===== src/rtl/food_placer_pkg.sv =====
// Shared constants and types for the food placer: board geometry, LFSR seed and FSM states.
package food_placer_pkg;

    localparam int unsigned GAME_WIDTH     = 20;
    localparam int unsigned GAME_HEIGHT    = 14;
    localparam logic [15:0] FOOD_LFSR_SEED = 16'hACE1;

    typedef enum logic [2:0] {
        DRAW,
        SYNC,
        CHECK,
        ACTIVE,
        DONE
    } food_state_t;

    // Fibonacci step for x^16 + x^14 + x^13 + x^11 + 1, shifting right.
    function automatic logic [15:0] lfsr_next(input logic [15:0] s);
        return {s[0] ^ s[2] ^ s[3] ^ s[5], s[15:1]};
    endfunction

endpackage


===== src/rtl/food_placer_if.sv =====
// Body-position stream from the snake plus the food/eat signals returned to it.
interface food_placer_if;

    logic [4:0] i_pos_x;
    logic [3:0] i_pos_y;
    logic       i_pos_first;
    logic       i_pos_last;
    logic       i_pos_valid;
    logic       i_success;
    logic       o_eat;
    logic [4:0] o_food_x;
    logic [3:0] o_food_y;
    logic       o_food_valid;

    modport master (
        output i_pos_x, i_pos_y, i_pos_first, i_pos_last, i_pos_valid, i_success,
        input  o_eat, o_food_x, o_food_y, o_food_valid
    );

    modport slave (
        input  i_pos_x, i_pos_y, i_pos_first, i_pos_last, i_pos_valid, i_success,
        output o_eat, o_food_x, o_food_y, o_food_valid
    );

endinterface


===== src/rtl/food_placer_lfsr16.sv =====
// Free-running 16-bit Fibonacci LFSR used as the food-position random source.
module lfsr16
    import food_placer_pkg::*;
#(
    parameter logic [15:0] SEED = FOOD_LFSR_SEED
) (
    input  logic        clk,
    input  logic        rst,
    output logic [15:0] state
);

    always_ff @(posedge clk or posedge rst) begin
        if (rst) begin
            state <= SEED;
        end else begin
            state <= lfsr_next(state);
        end
    end

endmodule


===== src/rtl/food_placer.sv =====
// Food placement FSM: draws a random cell, validates it against one full body pass,
// publishes it, and pulses eat when the head lands on it.
module food_placer
    import food_placer_pkg::*;
#(
    parameter int unsigned GAME_WIDTH  = food_placer_pkg::GAME_WIDTH,
    parameter int unsigned GAME_HEIGHT = food_placer_pkg::GAME_HEIGHT,
    parameter logic [15:0] LFSR_SEED   = FOOD_LFSR_SEED
) (
    input  logic         clk,
    input  logic         rst,
    food_placer_if.slave bus
);

    localparam logic [4:0] MAX_X = 5'(GAME_WIDTH);
    localparam logic [3:0] MAX_Y = 4'(GAME_HEIGHT);

    food_state_t state;
    logic [15:0] lfsr;
    logic [4:0]  cand_x;
    logic [3:0]  cand_y;
    logic        cand_ok;
    logic        beat;
    logic        head;
    logic        tail;
    logic        hit;
    logic        unused_lfsr;

    lfsr16 #(
        .SEED (LFSR_SEED)
    ) u_lfsr (
        .clk   (clk),
        .rst   (rst),
        .state (lfsr)
    );

    assign cand_x      = lfsr[4:0];
    assign cand_y      = lfsr[11:8];
    assign unused_lfsr = ^{lfsr[15:12], lfsr[7:5]};
    assign cand_ok     = (cand_x != 5'd0) && (cand_x <= MAX_X) &&
                         (cand_y != 4'd0) && (cand_y <= MAX_Y);

    assign beat = bus.i_pos_valid;
    assign head = beat && bus.i_pos_first;
    assign tail = beat && bus.i_pos_last;
    assign hit  = beat && (bus.i_pos_x == bus.o_food_x) && (bus.i_pos_y == bus.o_food_y);

    always_ff @(posedge clk or posedge rst) begin
        if (rst) begin
            state            <= DRAW;
            bus.o_eat        <= 1'b0;
            bus.o_food_valid <= 1'b0;
            bus.o_food_x     <= 5'd0;
            bus.o_food_y     <= 4'd0;
        end else begin
            bus.o_eat <= 1'b0;
            if (bus.i_success) begin
                state            <= DONE;
                bus.o_food_valid <= 1'b0;
            end else begin
                case (state)
                    DRAW: begin
                        if (cand_ok) begin
                            bus.o_food_x <= cand_x;
                            bus.o_food_y <= cand_y;
                            state        <= SYNC;
                        end
                    end
                    // The head beat of SYNC is checked exactly like a CHECK beat.
                    SYNC: begin
                        if (head) begin
                            if (hit) begin
                                state <= DRAW;
                            end else if (tail) begin
                                bus.o_food_valid <= 1'b1;
                                state            <= ACTIVE;
                            end else begin
                                state <= CHECK;
                            end
                        end
                    end
                    CHECK: begin
                        if (hit) begin
                            state <= DRAW;
                        end else if (tail) begin
                            bus.o_food_valid <= 1'b1;
                            state            <= ACTIVE;
                        end
                    end
                    ACTIVE: begin
                        if (head && hit) begin
                            bus.o_eat        <= 1'b1;
                            bus.o_food_valid <= 1'b0;
                            state            <= DRAW;
                        end
                    end
                    default: begin
                        bus.o_food_valid <= 1'b0;
                    end
                endcase
            end
        end
    end

endmodule


===== src/flat_wrapper.sv =====
// flat-port wrapper written by rule: the top's interface ports become plain ports
module food_placer_flat import food_placer_pkg::*;
#(
    parameter int unsigned GAME_WIDTH  = food_placer_pkg::GAME_WIDTH,
    parameter int unsigned GAME_HEIGHT = food_placer_pkg::GAME_HEIGHT,
    parameter logic [15:0] LFSR_SEED   = FOOD_LFSR_SEED
)
  (clk, rst, bus_i_pos_x, bus_i_pos_y, bus_i_pos_first, bus_i_pos_last, bus_i_pos_valid, bus_i_success, bus_o_eat, bus_o_food_x, bus_o_food_y, bus_o_food_valid);
  food_placer_if bus_i ();
  input  logic clk;
  input  logic rst;
  input wire logic [$bits(bus_i.i_pos_x)-1:0] bus_i_pos_x;
  input wire logic [$bits(bus_i.i_pos_y)-1:0] bus_i_pos_y;
  input wire logic [$bits(bus_i.i_pos_first)-1:0] bus_i_pos_first;
  input wire logic [$bits(bus_i.i_pos_last)-1:0] bus_i_pos_last;
  input wire logic [$bits(bus_i.i_pos_valid)-1:0] bus_i_pos_valid;
  input wire logic [$bits(bus_i.i_success)-1:0] bus_i_success;
  output wire logic [$bits(bus_i.o_eat)-1:0] bus_o_eat;
  output wire logic [$bits(bus_i.o_food_x)-1:0] bus_o_food_x;
  output wire logic [$bits(bus_i.o_food_y)-1:0] bus_o_food_y;
  output wire logic [$bits(bus_i.o_food_valid)-1:0] bus_o_food_valid;
  assign bus_i.i_pos_x = bus_i_pos_x;
  assign bus_i.i_pos_y = bus_i_pos_y;
  assign bus_i.i_pos_first = bus_i_pos_first;
  assign bus_i.i_pos_last = bus_i_pos_last;
  assign bus_i.i_pos_valid = bus_i_pos_valid;
  assign bus_i.i_success = bus_i_success;
  assign bus_o_eat = bus_i.o_eat;
  assign bus_o_food_x = bus_i.o_food_x;
  assign bus_o_food_y = bus_i.o_food_y;
  assign bus_o_food_valid = bus_i.o_food_valid;
  food_placer #(.GAME_WIDTH(GAME_WIDTH), .GAME_HEIGHT(GAME_HEIGHT), .LFSR_SEED(LFSR_SEED)) u_core (.clk(clk), .rst(rst), .bus(bus_i));
endmodule

===== config.mk =====
export PLATFORM = sky130hd
export DESIGN_NAME = food_placer_flat
export DESIGN_NICKNAME = d
export VERILOG_FILES = /design/src/rtl/food_placer_pkg.sv /design/src/rtl/food_placer_if.sv /design/src/rtl/food_placer_lfsr16.sv /design/src/rtl/food_placer.sv /design/src/flat_wrapper.sv
export SDC_FILE = /design/constraint.sdc
export NUM_CORES = 1
export LEC_CHECK = 0
export CAP_MARGIN = 10
export CORE_MARGIN = 5
export CORE_UTILIZATION = 44
export DETAILED_ROUTE_END_ITERATION = 8
export PLACE_DENSITY = 0.73
export SLEW_MARGIN = 20
export SYNTH_ARGS = -nofsm -noshare
export SYNTH_HDL_FRONTEND = slang
export SYNTH_SLANG_ARGS = --single-unit

===== constraint.sdc =====
create_clock -name clk -period 1.63 [get_ports clk]
set_input_delay 0.163 -clock clk [delete_from_list [all_inputs] [get_ports clk]]
set_output_delay 0.163 -clock clk [all_outputs]
set_load 0.02 [all_outputs]

==> reports/qor.csv, run 1 <==
stage,metric,value,unit
outcome,outcome,"complete, but fails checks",
outcome,failed_checks,setup timing,
global_routing,overflow,0,
layout,final_cell_mix,"22 x dfrtp_1, 21 x clkdlybuf4s50_1, 17 x buf_4, 9 x mux2_4, 9 x xor2_1",
worst_setup_path,crit_arrival,1.94,ns
clock_network,cts_buffers,5,
floorplan,die_x,63.4,um
worst_setup_path,cp-start-kind,register,
sta,tightestPinTransition,0.368,ns
routing,wl_per_cell,15.0,um
layout,nFillCells,229,
global_routing,grt_pass1_wl,4.32,mm
worst_setup_path,r2r_cells,5,
pwr,switching_share,0.224,
synthesis,synth.cell_area,1250,um2
clock_network,cts-htree-levels,2,
sta,slew_viol_final,0,
worst_setup_path,cp_slowest_cell,or4_4,
global_routing,antenna_found_initial,0,
synthesis,synthXorXnorAreaFrac,0.0837,
layout,syn_to_final_growth,39.8,%
sta,rsz0062_at_grt,yes,
clock_network,cts_root_buffer,clkbuf_4,
sta,finalCritPeriodShare,1.05,
layout,drive_gt1_frac,0.348,
worst_setup_path,path_class,register to register,
worst_setup_path,setup.worst_path.end_class,register,
sta,setup_viol,9,
synthesis,synth-seq-cells,30,
pwr,p_leak,0.943,nW
clock_network,ctsHoldBuffers,0,
worst_setup_path,r2r_start,u_core.u_lfsr.state[0],
floorplan,ios,26,
layout,fin_nets,152,
synthesis,yosys.area_share.simple,0.114,
layout,seqCellArea,761,um2
clock_network,clockBufferDepth,2,
sta,fin_tns_setup,-0.684,ns
synthesis,yosys_warnings,0,
layout,mostFrequentLayoutCell,dfrtp_1,
pwr,power_density,735,nW/um2
global_routing,grt_max_degree,31,
pwr,combPwrFrac,0.063,
synthesis,synthCells,89,
worst_hold_path,hold_class,input port to asynchronous set/reset pin,
clock_network,cts_tree,built,
synthesis,synth_cell_types,30,
routing,ant_nets,0,
synthesis,synth-compound-area-share,0.0688,
clock_network,clock-sinks,30,
layout,final_util,0.642,
global_routing,grt_usage,0.140,
synthesis,synthArstFlopShare,1.00,
run,max_cap_viol_count,0,
clock_network,clkTransAtPathRegs,0.09,ns
sta,fin_skew,0.00861,ns
clock_network,clk_latency,0.33,ns
floorplan,initial_utilization,0.459,
synthesis,synth_top_family_by_area,multiplexers,
sta,relSlewSlack,0.754,
sta,clock.fmax,583,MHz
worst_setup_path,worstPathCellList,or4_4 -> o211ai_2 -> a21oi_4 -> nand2_2 -> mux2_4,
routing,vias,868,
pwr,clockPowerShare,0.353,
routing,wirelength,2.54,mm
pwr,p_sw,0.000289,W
worst_setup_path,cpPeakStageDelay,0.52,ns
synthesis,synth-seq-area-share,0.606,
worst_setup_path,cp_max_fo,4,
synthesis,synthAdderAreaFrac,0,
routing,post_drt_via_cell_ratio,5.14,
placed_design,gp_congestion,0.811,
worst_setup_path,rr_endpoint,u_core.bus.o_food_x[3],
floorplan,die_h,63.4,um
pwr,cell_internal_pwr,0.00100,W
global_routing,grt_pass1_vias,884,
pwr,irDropWorstVdd,0.610,mV
placed_design,io_buffer_count,25,
layout,multi_input_area,503,um2
floorplan,die_area,4020,um2
sta,post-route-min-period,1.72,ns
floorplan,rows,19,
routing,route.detailed.drc,0,
worst_setup_path,required,1.85,ns
synthesis,synthMuxAreaShare,0.116,
sta,whs,0.192,ns
sta,hold_viol,0,
sta,finalWorstSetupSlack,-0.0853,ns
synthesis,avgSynthCellArea,14.1,um2
placed_design,dp_hpwl,1.84,mm
floorplan,core,2730,um2
layout,antenna-diode-count,0,
pwr,p_seq_frac,0.584,
worst_setup_path,rrSetupSlack,-0.09,ns
synthesis,synth_flop_cell,dfrtp_1,
synthesis,mappedNetlistNets,104,
routing,drtPass1Iterations,4,
routing,drt_iter0_drc,36,
synthesis,synth_edf_count,0,
## worst max-delay path: cells and delay by family, from the launching register on
family / cells / cell delay, ns
simple gates: 2 / 0.67
flops: 1 / 0.38
mux: 1 / 0.31
compound gates: 2 / 0.26
## cell type report
class / count / share of cell area
clock inverters: 1 / 0.00285
repair buffers: 42 / 0.221
well taps: 31 / 0.0221
inverters: 1 / 0.00214
multi-input cells: 57 / 0.287
flip-flops and latches: 30 / 0.434
clock buffers: 7 / 0.0314
## flip-flops by register name (all words and copies together), names as in the netlist
register / flops
u_core.bus.o_food_x: 5
u_core.bus.o_food_y: 4
u_core.bus.o_eat: 1
u_core.bus.o_food_valid: 1
u_core.state: 3
u_core.u_lfsr.state: 16
## cells by family after synthesis
| family | Yosys count |
|---|---|
| xor+xnor | 12 |
| simple gates | 22 |
| compound gates | 12 |
| buf+inv | 3 |
| mux | 10 |
| flops | 30 |
## cells in the mapped netlist, drive strengths merged (2+ instances only)
cell type  count  area (um2)
dfrtp         22         551
mux2           9         135
xor2           9        78.8
dfstp          8         210
nand2          4        22.5
nand4          4        25.0
a21oi          3        18.8
o21ai          3        15.0
xnor2          3        26.3
a31oi          2        12.5
nand2b         2        12.5
nand3          2        10.0
nor3           2        15.0
nor4           2        12.5
or4            2        15.0
## metal layers
metal  vias to the layer above  share of wire  track usage
met4                         0          0.014       0.0701
met3                         5          0.055       0.0515
met1                       417           0.44        0.179
li1                        421              -            -
met5                         -              0            0
met2                        25           0.49        0.207
## metrics by stage
| stage | instances | worst slack (ns) | instance area [um2] | total power (W) |
|---|---|---|---|---|
| 2_1_floorplan | 89 | -0.0680 | 1250 | 0.000797 |
| 3_3_place_gp | 157 | -0.139 | 1640 | 0.000843 |
| 3_5_place_dp | 157 | -0.159 | 1640 | 0.000846 |
| 4_1_cts | 166 | -0.0955 | 1720 | 0.00131 |
| 5_1_grt | 169 | -0.176 | 1750 | 0.00136 |
| 6_report | 169 | -0.0853 | 1750 | 0.00129 |
## power by group through the flow
stage                     clock network [W]  registers [W]  logic [W]
after floorplan                           0       0.000761  0.0000358
after global placement                    0       0.000766  0.0000776
after detailed placement                  0       0.000766  0.0000799
after CTS                          0.000473       0.000752  0.0000802
after global routing               0.000516       0.000754  0.0000896
final                              0.000455       0.000753  0.0000811
## what timing repair did
action                     in CTS  in global routing
cloned                          1                  0
setup buffers                   0                  3
resized for setup               2                  7
pin swaps                       2                  7
setup endpoints to repair      10                 16
## worst max-delay path by stage
stage / to / slack [ns] / startpoint
3_3_place_gp: u_core.bus.o_food_valid / -0.14 / bus_i_pos_x[0]
5_1_grt: u_core.bus.o_food_x[3] / -0.18 / u_core.u_lfsr.state[1]
6_report: u_core.bus.o_food_x[3] / -0.09 / u_core.u_lfsr.state[0]
3_5_place_dp: u_core.bus.o_food_valid / -0.16 / bus_i_pos_x[4]
2_1_floorplan: u_core.bus.o_food_x[2] / -0.07 / u_core.u_lfsr.state[0]
4_1_cts: u_core.bus.o_food_x[3] / -0.1 / u_core.u_lfsr.state[0]
Note: power is estimated with default switching activity, not from simulation.
==> run 2: changes to the inputs <==
- CTS_CLUSTER_SIZE: not set -> 10
- GPL_ROUTABILITY_DRIVEN: not set -> 0
==> results of run 2 <==
Final layout, timing and power as in run 1 (identical DEF).
==> run 3: changes to the inputs <==
--- a/constraint.sdc
+++ b/constraint.sdc
@@ -3,2 +3,2 @@
 set_output_delay 0.163 -clock clk [all_outputs]
-set_load 0.02 [all_outputs]
+set_load 0.01 [all_outputs]
==> run 3 against run 2 <==
Compared with the run above: the run still ends with setup timing left; wire length shrank 1.2%; total power about the same; register-to-register slack is essentially flat; sequential share of layout area grew 0.25 points; clock skew about the same; worst setup slack about the same; critical endpoint unchanged.
==> reports/qor.csv, run 3 (same netlist as run 1, synthesis figures left out) <==
stage,metric,value,unit,change
sta,fin_skew,0.00838,ns,-0.000233 ns
layout,drive_gt1_frac,0.348,,unchanged
global_routing,grt_pass1_vias,884,,unchanged
floorplan,core,2730,um2,unchanged
clock_network,cts_root_buffer,clkbuf_4,,
worst_setup_path,r2r_start,u_core.u_lfsr.state[0],,
floorplan,initial_utilization,0.459,,unchanged
sta,hold_viol,0,,unchanged
worst_setup_path,worstPathCellList,or4_4 -> o211ai_2 -> a21oi_4 -> nand2_2 -> mux2_4,,
floorplan,die_h,63.4,um,unchanged
sta,finalWorstSetupSlack,-0.0849,ns,+0.000492 ns
layout,multi_input_area,503,um2,unchanged
sta,whs,0.193,ns,+0.000590 ns
sta,finalCritPeriodShare,1.05,,about the same
worst_setup_path,cp-start-kind,register,,
layout,final_util,0.638,,-0.00366
global_routing,grt_max_degree,31,,unchanged
routing,post_drt_via_cell_ratio,5.14,,+0.12%
clock_network,clk_latency,0.33,ns,about the same
layout,largest_reg_flops,16,,unchanged
clock_network,clock-sinks,30,,unchanged
floorplan,die_x,63.4,um,unchanged
placed_design,post-place-ws,-0.159,ns,unchanged
pwr,p_leak,0.868,nW,-8.0%
routing,wl_per_cell,14.8,um,-1.2%
global_routing,grt_usage,0.140,,unchanged
routing,wirelength,2.51,mm,-1.2%
clock_network,clkTransAtPathRegs,0.09,ns,about the same
floorplan,ios,26,,unchanged
sta,slew_viol_final,0,,unchanged
outcome,outcome,"complete, but fails checks",,
sta,tightestPinTransition,0.368,ns,-0.000275 ns
layout,reg_top3,"u_core.u_lfsr.state: 16 flops, u_core.bus.o_food_x: 5 flops, u_core.bus.o_food_y: 4 flops",,
layout,largest-register,u_core.u_lfsr.state,,
clock_network,cts-htree-levels,2,,unchanged
worst_setup_path,cpPeakStageDelay,0.52,ns,about the same
layout,nFillCells,227,,-0.87%
worst_setup_path,path_class,register to register,,
sta,relSlewSlack,0.755,,about the same
pwr,power_density,738,nW/um2,+0.49%
layout,antenna-diode-count,0,,unchanged
global_routing,grt_pass1_wl,4.32,mm,unchanged
floorplan,rows,19,,unchanged
global_routing,antenna_found_initial,0,,unchanged
clock_network,cts_tree,built,,
worst_setup_path,critPathTopFamily,simple AND/OR/NAND/NOR gates,,
clock_network,cts_buffers,5,,unchanged
clock_network,clockBufferDepth,2,,unchanged
layout,final_cell_mix,"25 x clkdlybuf4s50_1, 22 x dfrtp_1, 17 x buf_4, 9 x mux2_4, 9 x xor2_1",,
routing,vias,869,,+0.12%
layout,fin_nets,152,,unchanged
worst_setup_path,cp_slowest_cell,or4_4,,
pwr,irDropWorstVdd,0.609,mV,about the same
worst_hold_path,hold_class,input port to asynchronous set/reset pin,,
layout,mostFrequentLayoutCell,clkdlybuf4s50_1,,
sta,setup_viol,9,,unchanged
routing,route.detailed.drc,0,,unchanged
worst_setup_path,setup.worst_path.end_class,register,,
run,max_cap_viol_count,0,,unchanged
layout,syn_to_final_growth,39.0,%,
worst_setup_path,path_buf_inv,0,,unchanged
placed_design,dp_hpwl,1.84,mm,unchanged
clock_network,ctsHoldBuffers,0,,unchanged
layout,seqCellArea,761,um2,unchanged
outcome,failed_checks,setup timing,,
routing,drt_iter0_drc,51,,+42%
sta,post-route-min-period,1.71,ns,-0.000492 ns
sta,rsz0062_at_grt,yes,,
placed_design,io_buffer_count,25,,unchanged
floorplan,die_area,4020,um2,unchanged
worst_setup_path,required,1.85,ns,about the same
worst_setup_path,crit_arrival,1.94,ns,about the same
worst_setup_path,startpoint,u_core.u_lfsr.state[0],,
routing,drtPass1Iterations,4,,unchanged
worst_setup_path,cp_max_fo,4,,unchanged
sta,clock.fmax,583,MHz,about the same
routing,ant_nets,0,,unchanged
global_routing,overflow,0,,unchanged
-- run 3: cell types whose count changed in the layout (fill, tap and decap cells not counted) --
cell | before | now
clkdlybuf4s50_1 | 21 | 25
dlymetal6s2s_1 | 4 | 0
-- run 3: final cells by class --
class,instances,area share
flip-flops and latches,30,0.436
clock buffers,7,0.0316
well taps,31,0.0222
repair buffers,42,0.217
inverters,1,0.00215
multi-input cells,57,0.288
clock inverters,1,0.00287
-- run 3: power breakdown --
| group | internal, W | total [W] | switching (W) |
|---|---|---|---|
| combinational | 0.0000439 | 0.0000809 | 0.0000370 |
| sequential | 0.000747 | 0.000753 | 0.00000556 |
| clock | 0.000209 | 0.000454 | 0.000246 |
-- run 3: final timing paths --
check / end / slack, ns / depth (start not counted)
setup / recovery: u_core.bus.o_food_x[3] / -0.08 / 5
hold reg to reg: u_core.u_lfsr.state[11] / 0.36 / 0
min in group clk: u_core.u_lfsr.state[11] / 0.36 / 0
max in group asynchronous: u_core.u_lfsr.state[13] / 1.11 / 3
setup reg to reg: u_core.bus.o_food_x[3] / -0.08 / 5
hold / removal: u_core.u_lfsr.state[9] / 0.19 / 3
-- run 3: through the flow --
stage	instance area [um2]	total power [W]	setup TNS, ns	instances
finish	1740	0.00129	-0.683	169
global route	1740	0.00136	-1.59	169
CTS	1720	0.00131	-0.824	166
detailed placement	1640	0.000846	-1.48	157
global placement	1640	0.000843	-1.54	157
floorplan	1250	0.000797	-0.612	89
-- run 3: repair_timing --
item,CTS,global route
cloned,1,0
resized for setup,2,3
buffers inserted,0,3
endpoints found under the setup margin,10,13
pin swaps,2,8
-- run 3: worst register-to-register path: cells and delay by family (launching register included) --
kind / cells / cell delay (ns)
and+or+nand+nor: 2 / 0.67
DFF: 1 / 0.38
AOI/OAI and AO/OA: 2 / 0.26
muxes: 1 / 0.31
-- run 3: per-layer routing --
| layer | global-route usage | routed length [um] | vias up |
|---|---|---|---|
| li1 | - | - | 419 |
| met1 | 0.179 | 1090 | 416 |
| met2 | 0.207 | 1220 | 29 |
| met3 | 0.0515 | 153 | 5 |
| met4 | 0.0701 | 36 | 0 |
| met5 | 0 | 0 | - |
